==> config.mk <==
export PLATFORM = sky130hd
export DESIGN_NAME = multicycle_control
export DESIGN_NICKNAME = d
export VERILOG_FILES = /design/src/rtl/mips_pkg.sv /design/src/rtl/multicycle_control.sv
export SDC_FILE = /design/constraint.sdc
export NUM_CORES = 1
export LEC_CHECK = 0
export CORE_AREA = 4 4 49 51
export DETAILED_ROUTE_END_ITERATION = 6
export DIE_AREA = 0 0 53 55
export GPL_ROUTABILITY_DRIVEN = 0
export PLACE_DENSITY = 0.66
export SYNTH_ARGS = -nofsm -noshare
export SYNTH_HDL_FRONTEND = slang
export SYNTH_SLANG_ARGS = --single-unit
==> constraint.sdc <==
create_clock -name clk -period 2.49 [get_ports clk]
set_input_delay 0.747 -clock clk [delete_from_list [all_inputs] [get_ports clk]]
set_output_delay 0.747 -clock clk [all_outputs]
set_load 0.005 [all_outputs]
==> src/rtl/mips_pkg.sv <==
// Shared constants for the multicycle MIPS controller: state codes and opcodes.
// States StAddiEx/StAddiWb exist only when ADDI_EN is defined.
package mips_pkg;

   typedef enum logic [3:0] {
      StFetch   = 4'd0,
      StDecode  = 4'd1,
      StMemAdr  = 4'd2,
      StMemRd   = 4'd3,
      StMemWb   = 4'd4,
      StMemWr   = 4'd5,
      StExecute = 4'd6,
      StAluWb   = 4'd7,
      StBranch  = 4'd8,
`ifdef ADDI_EN
      StJump    = 4'd9,
      StAddiEx  = 4'd10,
      StAddiWb  = 4'd11
`else
      StJump    = 4'd9
`endif
   } state_e;

   localparam logic [5:0] OP_RTYPE = 6'b000000;
   localparam logic [5:0] OP_LW    = 6'b100011;
   localparam logic [5:0] OP_SW    = 6'b101011;
   localparam logic [5:0] OP_BEQ   = 6'b000100;
   localparam logic [5:0] OP_J     = 6'b000010;
   localparam logic [5:0] OP_ADDI  = 6'b001000;

   localparam logic [1:0] ALU_ADD   = 2'b00;
   localparam logic [1:0] ALU_SUB   = 2'b01;
   localparam logic [1:0] ALU_FUNCT = 2'b10;

endpackage

==> src/rtl/multicycle_control.sv <==
// Multicycle MIPS main control FSM; outputs decoded from state (and mem_ready).
// Define ADDI_EN to add the addi path (StAddiEx -> StAddiWb).
module multicycle_control
   import mips_pkg::*;
(
   input  logic       clk,
   input  logic       reset,
   input  logic [5:0] Op,
   input  logic       mem_ready,
   output logic       PCWrite,
   output logic       PCWriteCond,
   output logic       IorD,
   output logic       MemRead,
   output logic       MemWrite,
   output logic       MemtoReg,
   output logic       IRWrite,
   output logic       ALUSrcA,
   output logic       RegWrite,
   output logic       RegDst,
   output logic       ALUOp1,
   output logic       ALUOp0,
   output logic [1:0] ALUSrcB,
   output logic [1:0] PCSource,
   output logic       illegal_op,
   output logic       instr_done
);

   state_e     state_q, state_d;
   logic [1:0] alu_op;

   always_ff @(posedge clk or posedge reset) begin
      if (reset) state_q <= StFetch;
      else       state_q <= state_d;
   end

   always_comb begin
      state_d     = state_q;
      PCWrite     = 1'b0;
      PCWriteCond = 1'b0;
      IorD        = 1'b0;
      MemRead     = 1'b0;
      MemWrite    = 1'b0;
      MemtoReg    = 1'b0;
      IRWrite     = 1'b0;
      ALUSrcA     = 1'b0;
      RegWrite    = 1'b0;
      RegDst      = 1'b0;
      alu_op      = ALU_ADD;
      ALUSrcB     = 2'b00;
      PCSource    = 2'b00;
      illegal_op  = 1'b0;
      instr_done  = 1'b0;

      case (state_q)
         StFetch: begin
            MemRead = 1'b1;
            ALUSrcB = 2'b01;
            PCWrite = mem_ready;
            IRWrite = mem_ready;
            if (mem_ready) state_d = StDecode;
         end
         StDecode: begin
            ALUSrcB = 2'b11;
            case (Op)
               OP_LW, OP_SW: state_d = StMemAdr;
               OP_RTYPE:     state_d = StExecute;
               OP_BEQ:       state_d = StBranch;
               OP_J:         state_d = StJump;
`ifdef ADDI_EN
               OP_ADDI:      state_d = StAddiEx;
`endif
               default: begin
                  illegal_op = 1'b1;
                  state_d    = StFetch;
               end
            endcase
         end
         StMemAdr: begin
            ALUSrcA = 1'b1;
            ALUSrcB = 2'b10;
            if (Op == OP_LW)      state_d = StMemRd;
            else if (Op == OP_SW) state_d = StMemWr;
            else                  state_d = StFetch;
         end
         StMemRd: begin
            MemRead = 1'b1;
            IorD    = 1'b1;
            if (mem_ready) state_d = StMemWb;
         end
         StMemWb: begin
            RegWrite   = 1'b1;
            MemtoReg   = 1'b1;
            instr_done = 1'b1;
            state_d    = StFetch;
         end
         StMemWr: begin
            MemWrite   = 1'b1;
            IorD       = 1'b1;
            instr_done = mem_ready;
            if (mem_ready) state_d = StFetch;
         end
         StExecute: begin
            ALUSrcA = 1'b1;
            alu_op  = ALU_FUNCT;
            state_d = StAluWb;
         end
         StAluWb: begin
            RegWrite   = 1'b1;
            RegDst     = 1'b1;
            instr_done = 1'b1;
            state_d    = StFetch;
         end
         StBranch: begin
            ALUSrcA     = 1'b1;
            alu_op      = ALU_SUB;
            PCWriteCond = 1'b1;
            PCSource    = 2'b01;
            instr_done  = 1'b1;
            state_d     = StFetch;
         end
         StJump: begin
            PCWrite    = 1'b1;
            PCSource   = 2'b10;
            instr_done = 1'b1;
            state_d    = StFetch;
         end
`ifdef ADDI_EN
         StAddiEx: begin
            ALUSrcA = 1'b1;
            ALUSrcB = 2'b10;
            state_d = StAddiWb;
         end
         StAddiWb: begin
            RegWrite   = 1'b1;
            instr_done = 1'b1;
            state_d    = StFetch;
         end
`endif
         default: state_d = StFetch;
      endcase

      // State is already StFetch during reset; suppress the mem_ready-driven writes too.
      if (reset) begin
         PCWrite     = 1'b0;
         PCWriteCond = 1'b0;
         IRWrite     = 1'b0;
         RegWrite    = 1'b0;
         MemWrite    = 1'b0;
         illegal_op  = 1'b0;
         instr_done  = 1'b0;
      end
   end

   assign {ALUOp1, ALUOp0} = alu_op;

endmodule

# Word level (Yosys, flattened, before mapping)
# Cells that the tools add are included.
# totals
register_bits	4
latch_bits	0
mem_bits_rw	0
romBits	0
input_bits	9
out_inout_bits	18
wordCells	57
mem_count	0
# classes
addsub	0
multipliers	0
n_div	0
order_cmp	0
n_eq_ne	16
shift	0
mux	30
bitwise_logic	0
n_reduce_logical	10
# op_table
op	n
one-hot mux 4 bit (6 select lines)	1
2-to-1 mux 1 bit	18
equality test 4 x 3 -> 1 bit (second input constant)	4
one-hot mux 4 bit (4 select lines)	1
equality test 6 bit (second input constant)	2
2-to-1 mux 4 bit	3
equality test 4 x 2 -> 1 bit (second input constant)	2
equality test 4 bit (second input constant)	2
one-hot mux 2 bit (2 select lines)	2
OR reduction 2 bit	4
equality test 6 x 2 -> 1 bit (second input constant)	1
equality test 6 x 3 -> 1 bit (second input constant)	1
logical NOT 6 bit	1
2-to-1 mux 3 bit	2
inequality test 2 bit (second input constant)	3
one-hot mux 2 bit (3 select lines)	1
OR reduction 5 bit	1
equality test 4 x 1 -> 1 bit (second input constant)	1
logical NOT 4 bit	1
one-hot mux 1 bit (2 select lines)	2
OR reduction 4 bit	1
AND reduction 3 bit	1
OR reduction 3 bit	1

# Logic depth before layout (Yosys ltp)
# Gate-level depths: netlist of the first run.
# depth
depth_word	5
mapped_depth	5
depth_no_buf	4

# Worst setup path after synthesis of the first run
# Ideal clock, no wire load.
# synth_path
kind	input -> output
startpoint	in Op[2]
endpoint	out illegal_op
t_arrival_ns	1.607
t_required_ns	1.743
slack_ns	0.136
stages	4
n_path_buf	1
cell_sequence	clkbuf_1 -> xnor2_1 -> nor3_1 -> a2111oi_0
# synth_between
elab_chain_len	5
word_cells_on_any_way	9
cone_classes	eq/ne: 4; mux: 3; reduce/logical: 2
# synth_rtl
element	line_no	rtl
start: declaration	multicycle_control.sv:8	input logic [5:0] Op,
equality test 6 bit (tied with other cells)	multicycle_control.sv:64	case (Op)
OR reduction 5 bit (no source line) *	-	
2-to-1 mux 1 bit *	multicycle_control.sv:64	
2-to-1 mux 1 bit *	multicycle_control.sv:54	case (state_q)
2-to-1 mux 1 bit *	multicycle_control.sv:143	if (reset) begin
end: declaration	multicycle_control.sv:24	output logic illegal_op,
# Every way passes the cells marked *; elsewhere a longest branch is shown, timed or not.

# Worst setup path in the final report of the first run
# layout_path
startpoint	reg state_q[0]
endpoint	out ALUOp1
# layout_between
elab_chain_len	2
word_cells_on_any_way	3
cone_classes	eq/ne: 2; mux: 1
# layout_rtl
element	line_no	rtl
start: declaration	multicycle_control.sv:28	state_e state_q, state_d;
start signal: assignment	multicycle_control.sv:32	if (reset) state_q <= StFetch;
start signal: assignment	multicycle_control.sv:33	else state_q <= state_d;
equality test 4 bit / equality test 4 x 3 -> 1 bit (equally long branches)	multicycle_control.sv:54	
one-hot mux 2 bit (2 select lines) *	multicycle_control.sv:54	
end: declaration	multicycle_control.sv:20	output logic ALUOp1,
# Marked as above.

==> impl_metrics.py, run 1 <==
metrics = {
    "outcome": {
        "status": "complete, no violations",
    },
    "synthesis": {
        "ys_warn_count": 0,
        "ys.flop_type": "dfrtp_1",
        "synth_common_cells": "8 x nor3_1, 7 x nor2_1, 5 x clkbuf_1",
        "ys_seq_area_share_pct": 17.94,
        "syn-cell-area_um2": 558.0,
        "synthCells": 75,
        "ys_ff_latch": 4,
        "synth_top_cells_by_area": "dfrtp_1 18%, nor3_1 7.2%, nor4b_1 6.3%",
        "async_reset_ff_share_pct": 100.0,
        "synth_top_area_share_pct": 17.94,
        "synth_edf_count": 0,
        "yosysUniqueCellTypes": 31,
        "yosysTopAreaCell": "dfrtp_1",
        "syn_avg_cell_area_um2": 7.440,
        "yosysMostFrequentCell": "nor3_1",
        "syn_nets": 84,
    },
    "power_and_ir_drop": {
        "peakVddDrop_v": 0.0001579,
        "power.total_mw": 0.2951,
        "p_leak_nw": 0.5900,
        "p_sw_share_pct": 31.06,
        "power.internal_mw": 0.2035,
        "clockPowerShare_pct": 26.2,
        "p_sw_mw": 0.09166,
        "p_seq_share_pct": 24.4,
        "power_density_nw_per_um2": 239.7,
        "power_frac_comb_pct": 49.4,
    },
    "sta": {
        "drv_slew": 0,
        "fin_crit_sh_pct": 98.13,
        "hold_viol": 0,
        "holdWs_ns": 0.6289,
        "fin_crit_ns": 2.444,
        "setup_viol": 0,
        "maxSlewHeadroom_pct": 76.27,
        "finalSetupTns_ns": 0,
        "setup_ws_ns": 0.04648,
        "worst_slew_pin_slew_ns": 0.3510,
        "rsz0062_at_grt": "true",
        "finClkSkew_ns": 0.001110,
        "fmax_mhz": 409.2,
    },
    "layout": {
        "stdcell_count": 155,
        "postLayoutCellArea_um2": 1231,
        "nets": 139,
        "antenna_cells": 0,
        "fin_util_pct": 63.40,
        "drive_above_1_share_pct": 51.56,
        "largest_reg_flops": 4,
        "top_regs": "state_q x4",
        "syn2layout_area_growth_pct": 120.6,
        "largest-register": "state_q",
    },
    "cts": {
        "cts_buffer_depth": 2,
        "cts_buffers": 3,
        "cts_tree": "built",
        "htree_levels": 1,
        "hold_buffers": 0,
        "cts-root-buf": "clkbuf_4",
        "clk_latency_ns": 0.23,
        "clock-sinks": 4,
        "clkTransAtPathRegs_ns": 0.04,
    },
    "die": {
        "die_w_um": 53,
        "die_h_um": 55,
        "start_util_pct": 28.74,
        "core_um2": 1942,
        "rows": 16,
        "dieArea_um2": 2915,
        "ios": 27,
    },
    "critical_path": {
        "worstSetupEndpointType": "output pin",
        "crit_path_start_kind": "flop",
        "worst-setup-path-type": "flop to output pin",
        "required_ns": 1.74,
        "r2r_start": "state_q[0]",
        "critPathMaxFanout": 5,
        "crit_arrival_ns": 1.70,
        "crit_path_start": "state_q[0]",
    },
    "route": {
        "via_count": 775,
        "drt_first_pass_iters": 2,
        "routedWlPerCell_um": 14.25,
        "viasPerCell": 5.000,
        "drt_iter0_markers": 7,
        "wl_um": 2208,
        "drcViolationCount": 0,
        "postRouteAntennaNets": 0,
    },
    "global_routing": {
        "grt_pass1_wl_um": 3360,
        "grt.overflow.total": 0,
        "grt_pass1_vias": 744,
        "antenna_found_initial": 0,
        "grt_max_degree": 17,
        "gr-usage-all-layers_pct": 15.51,
    },
    "place": {
        "dpl.hpwl_um": 1460,
        "io_buffers": 26,
        "place_ws_ns": -0.7326,
        "dp_cells": 144,
        "place_area_um2": 996.0,
    },
    "flow_run": {
        "cap_violations": 0,
    },
    "hold_path": {
        "hp-class": "input pin to async pin",
    },
}
power by group through the flow:
stage                     logic (mW)  clock network, mW  registers [mW]
after global placement         0.107                  0          0.0736
final                          0.146             0.0774          0.0720
after CTS                      0.135             0.0822          0.0713
after floorplan               0.0460                  0          0.0691
after global routing           0.157             0.0830          0.0723
after detailed placement       0.109                  0          0.0734
logic make-up (layout without fill, tap and decap cells):
group / count (synthesis) / in the layout / share of synthesized area (%)
mux: 1 / 1 / 1.794
simple gates: 41 / 41 / 44.40
buf+inv: 10 / 63 / 7.175
flops: 4 / 4 / 17.94
xor+xnor: 3 / 3 / 4.709
compound gates: 16 / 16 / 23.99
per-layer routing:
metal | part of all wire [%] | track usage (%) | vias up
li1 | - | - | 388
met1 | 43 | 18.39 | 365
met2 | 53 | 29.13 | 20
met3 | 3.8 | 1.609 | 2
met4 | 0.86 | 5.106 | 0
met5 | 0 | 0 | -
what timing repair did:
item                       CTS  global route
buffers inserted             8             1
resized for setup           51            25
pin swaps                    8             8
setup endpoints to repair   10             9
critical path, stage by stage (launching register included):
cell and delay [ns]:
dfrtp_2 0.44, buf_4 0.19, nor3b_4 0.20, and2_1 0.14, clkdlybuf4s50_1 0.49
placed cells by master, fill, tap and decap left out, types with 2 or more instances in the layout:
cell type,n
buf_4,28
nor3_1,7
nor2_1,6
dlygate4sd2_1,6
clkdlybuf4s50_1,6
dlymetal6s2s_1,5
nor4_1,4
inv_1,3
or3_4,3
clkbuf_4,3
clkbuf_2,3
buf_2,3
buf_6,3
nor3b_4,2
nand2_1,2
o21ai_0,2
o21a_1,2
nor2b_2,2
nor4b_1,2
a31oi_1,2
a2111oi_4,2
nor4b_4,2
xnor2_2,2
dfrtp_2,2
dfrtp_1,2
area by class of cell:
class | instances | area [µm²]
sequential | 4 | 102.6
inverter | 3 | 11.26
timing repair buffer | 57 | 490.5
multi-input combinational | 61 | 570.5
clock buffer | 3 | 22.52
fill | 164 | 710.7
tap | 27 | 33.78
worst paths after layout:
kind | end | slack, ns | depth (start not counted)
max | ALUOp1 | 0.05 | 4
min | state_q[1] | 0.63 | 4
max reg2reg | state_q[0] | 0.77 | 6
min reg2reg | state_q[1] | 0.64 | 2
max in group asynchronous | state_q[0] | 1.75 | 4
min in group clk | state_q[1] | 0.64 | 2
Note: power is estimated with default switching activity, not from simulation.
==> inputs of run 2 (changes only) <==
TNS_END_PERCENT = 30   (was not set)
==> run 2 against run 1 <==
Combinational power is 4% lower. Design area is 2.7% lower. Count of clock-buffer cells in the layout stayed put. Core utilization is 1.7 points lower. Clock power is 0.5% lower. Fmax is 0.13% lower. First-iteration DRC count is 57% higher.
==> impl_metrics.py, run 2 (synthesized netlist as in run 1, its figures left out) <==
metrics = {
    "outcome": {
        "status": "complete, no violations",
    },
    "sta": {
        "worst_slew_pin_slew_ns": 0.3496,
        "rsz0062_at_grt": "true",
        "holdWs_ns": 0.6367,
        "maxSlewHeadroom_pct": 76.37,
        "fmax_mhz": 408.7,
        "hold_viol": 0,
        "setup_viol": 0,
        "fin_crit_ns": 2.447,
        "setup_ws_ns": 0.04328,
        "fin_crit_sh_pct": 98.26,
        "finalSetupTns_ns": 0,
        "drv_slew": 0,
        "finClkSkew_ns": 0.0002734,
    },
    "route": {
        "drt_iter0_markers": 11,
        "drcViolationCount": 0,
        "wl_um": 2148,
        "postRouteAntennaNets": 0,
        "via_count": 771,
        "drt_first_pass_iters": 4,
        "routedWlPerCell_um": 13.95,
        "viasPerCell": 5.006,
    },
    "layout": {
        "multi_input_comb_area_um2": 564.3,
        "largest-register": "state_q",
        "syn2layout_area_growth_pct": 114.6,
        "largest_reg_flops": 4,
        "antenna_cells": 0,
        "postLayoutCellArea_um2": 1197,
        "final_common_cell": "buf_4",
        "top_regs": "state_q x4",
        "drive_above_1_share_pct": 52.76,
        "nets": 138,
        "fin_util_pct": 61.66,
        "nFillCells": 173,
        "layout_common_cells": "29 x buf_4, 7 x nor3_1, 6 x nor2_1, 6 x dlygate4sd2_1, 6 x clkdlybuf4s50_1",
        "stdcell_count": 154,
        "seq_area_um2": 102.6,
    },
    "place": {
        "place_ws_ns": -0.7326,
        "dpl.hpwl_um": 1460,
        "place_area_um2": 996.0,
        "dp_cells": 144,
        "io_buffers": 26,
    },
    "critical_path": {
        "worstSetupEndpointType": "output pin",
        "required_ns": 1.74,
        "worst-setup-path-type": "flop to output pin",
        "worstReg2RegEnd": "state_q[0]",
        "crit_arrival_ns": 1.70,
        "critPathMaxFanout": 14,
        "ff2ff_setup_slack_ns": 0.83,
        "crit_path_start_kind": "flop",
        "rr_worst_depth": 5,
        "r2r_start": "state_q[0]",
    },
    "power_and_ir_drop": {
        "power_density_nw_per_um2": 242.0,
        "p_leak_nw": 0.5689,
        "peakVddDrop_v": 0.0001574,
        "power.total_mw": 0.2897,
    },
    "die": {
        "die_h_um": 55,
        "rows": 16,
        "die_w_um": 53,
        "dieArea_um2": 2915,
        "start_util_pct": 28.74,
        "ios": 27,
        "core_um2": 1942,
    },
    "cts": {
        "clkTransAtPathRegs_ns": 0.04,
        "cts_buffers": 3,
        "clock-sinks": 4,
        "cts-root-buf": "clkbuf_4",
        "cts_buffer_depth": 2,
        "htree_levels": 1,
        "clk_latency_ns": 0.23,
        "cts_tree": "built",
    },
    "hold_path": {
        "min_from": "state_q[2]",
        "hp-class": "flop to flop",
        "min_path_cells": 2,
        "worstHoldEndpoint": "state_q[1]",
    },
    "global_routing": {
        "grt_pass1_vias": 733,
        "grt.overflow.total": 0,
        "grt_pass1_wl_um": 3325,
        "antenna_found_initial": 0,
        "gr-usage-all-layers_pct": 15.28,
        "grt_max_degree": 17,
    },
    "flow_run": {
        "cap_violations": 0,
    },
}
run 2: changes by cell type in the layout (fill, tap and decap cells not counted), sizes merged:
cell,delta
dlymetal6s2s,-1
clkbuf,+1
clkdlybuf4s15,-1
run 2: where the power goes:
part | internal (mW) | leakage [nW] | switching [mW]
clock | 0.0537 | 0.0138 | 0.0233
combinational | 0.0786 | 0.504 | 0.0612
sequential | 0.0679 | 0.0514 | 0.00503
run 2: critical path: stages (launching register included):
cell and delay (ns):
dfrtp_1 0.39, buf_4 0.22, nor2b_2 0.14, buf_4 0.12, nor2_1 0.04, nor2_1 0.07, clkdlybuf4s50_1 0.50
run 2: cell type report:
cell class | count | area share [%]
multi-input combinational | 61 | 47.13
tap | 27 | 2.821
inverter | 3 | 0.9404
sequential | 4 | 8.568
clock buffer | 3 | 1.881
timing repair buffer | 56 | 38.66
run 2: what timing repair did:
item                                    CTS  global route
buffers inserted                          4             3
cloned                                    0             0
pin swaps                                 7             8
endpoints found under the setup margin   10            12
resized for setup                        50            24
hold buffers                              0             0
run 2: how the worst max path moves through the flow:
stage,from,to,slack [ns],cells after the start
2_1_floorplan,Op[2],illegal_op,0.14,4
3_3_place_gp,Op[5],illegal_op,-0.74,5
3_5_place_dp,reset,illegal_op,-0.73,4
4_1_cts,Op[3],illegal_op,-0.06,5
5_1_grt,state_q[0],ALUOp1,-0.05,4
6_report,state_q[3],ALUSrcA,0.04,6
run 2: layer usage:
| layer | GRT usage (%) | wire, µm |
|---|---|---|
| met5 | 0 | 0 |
| met4 | 5.106 | 19 |
| met3 | 1.609 | 110 |
| met2 | 27.89 | 1090 |
| met1 | 18.71 | 928 |
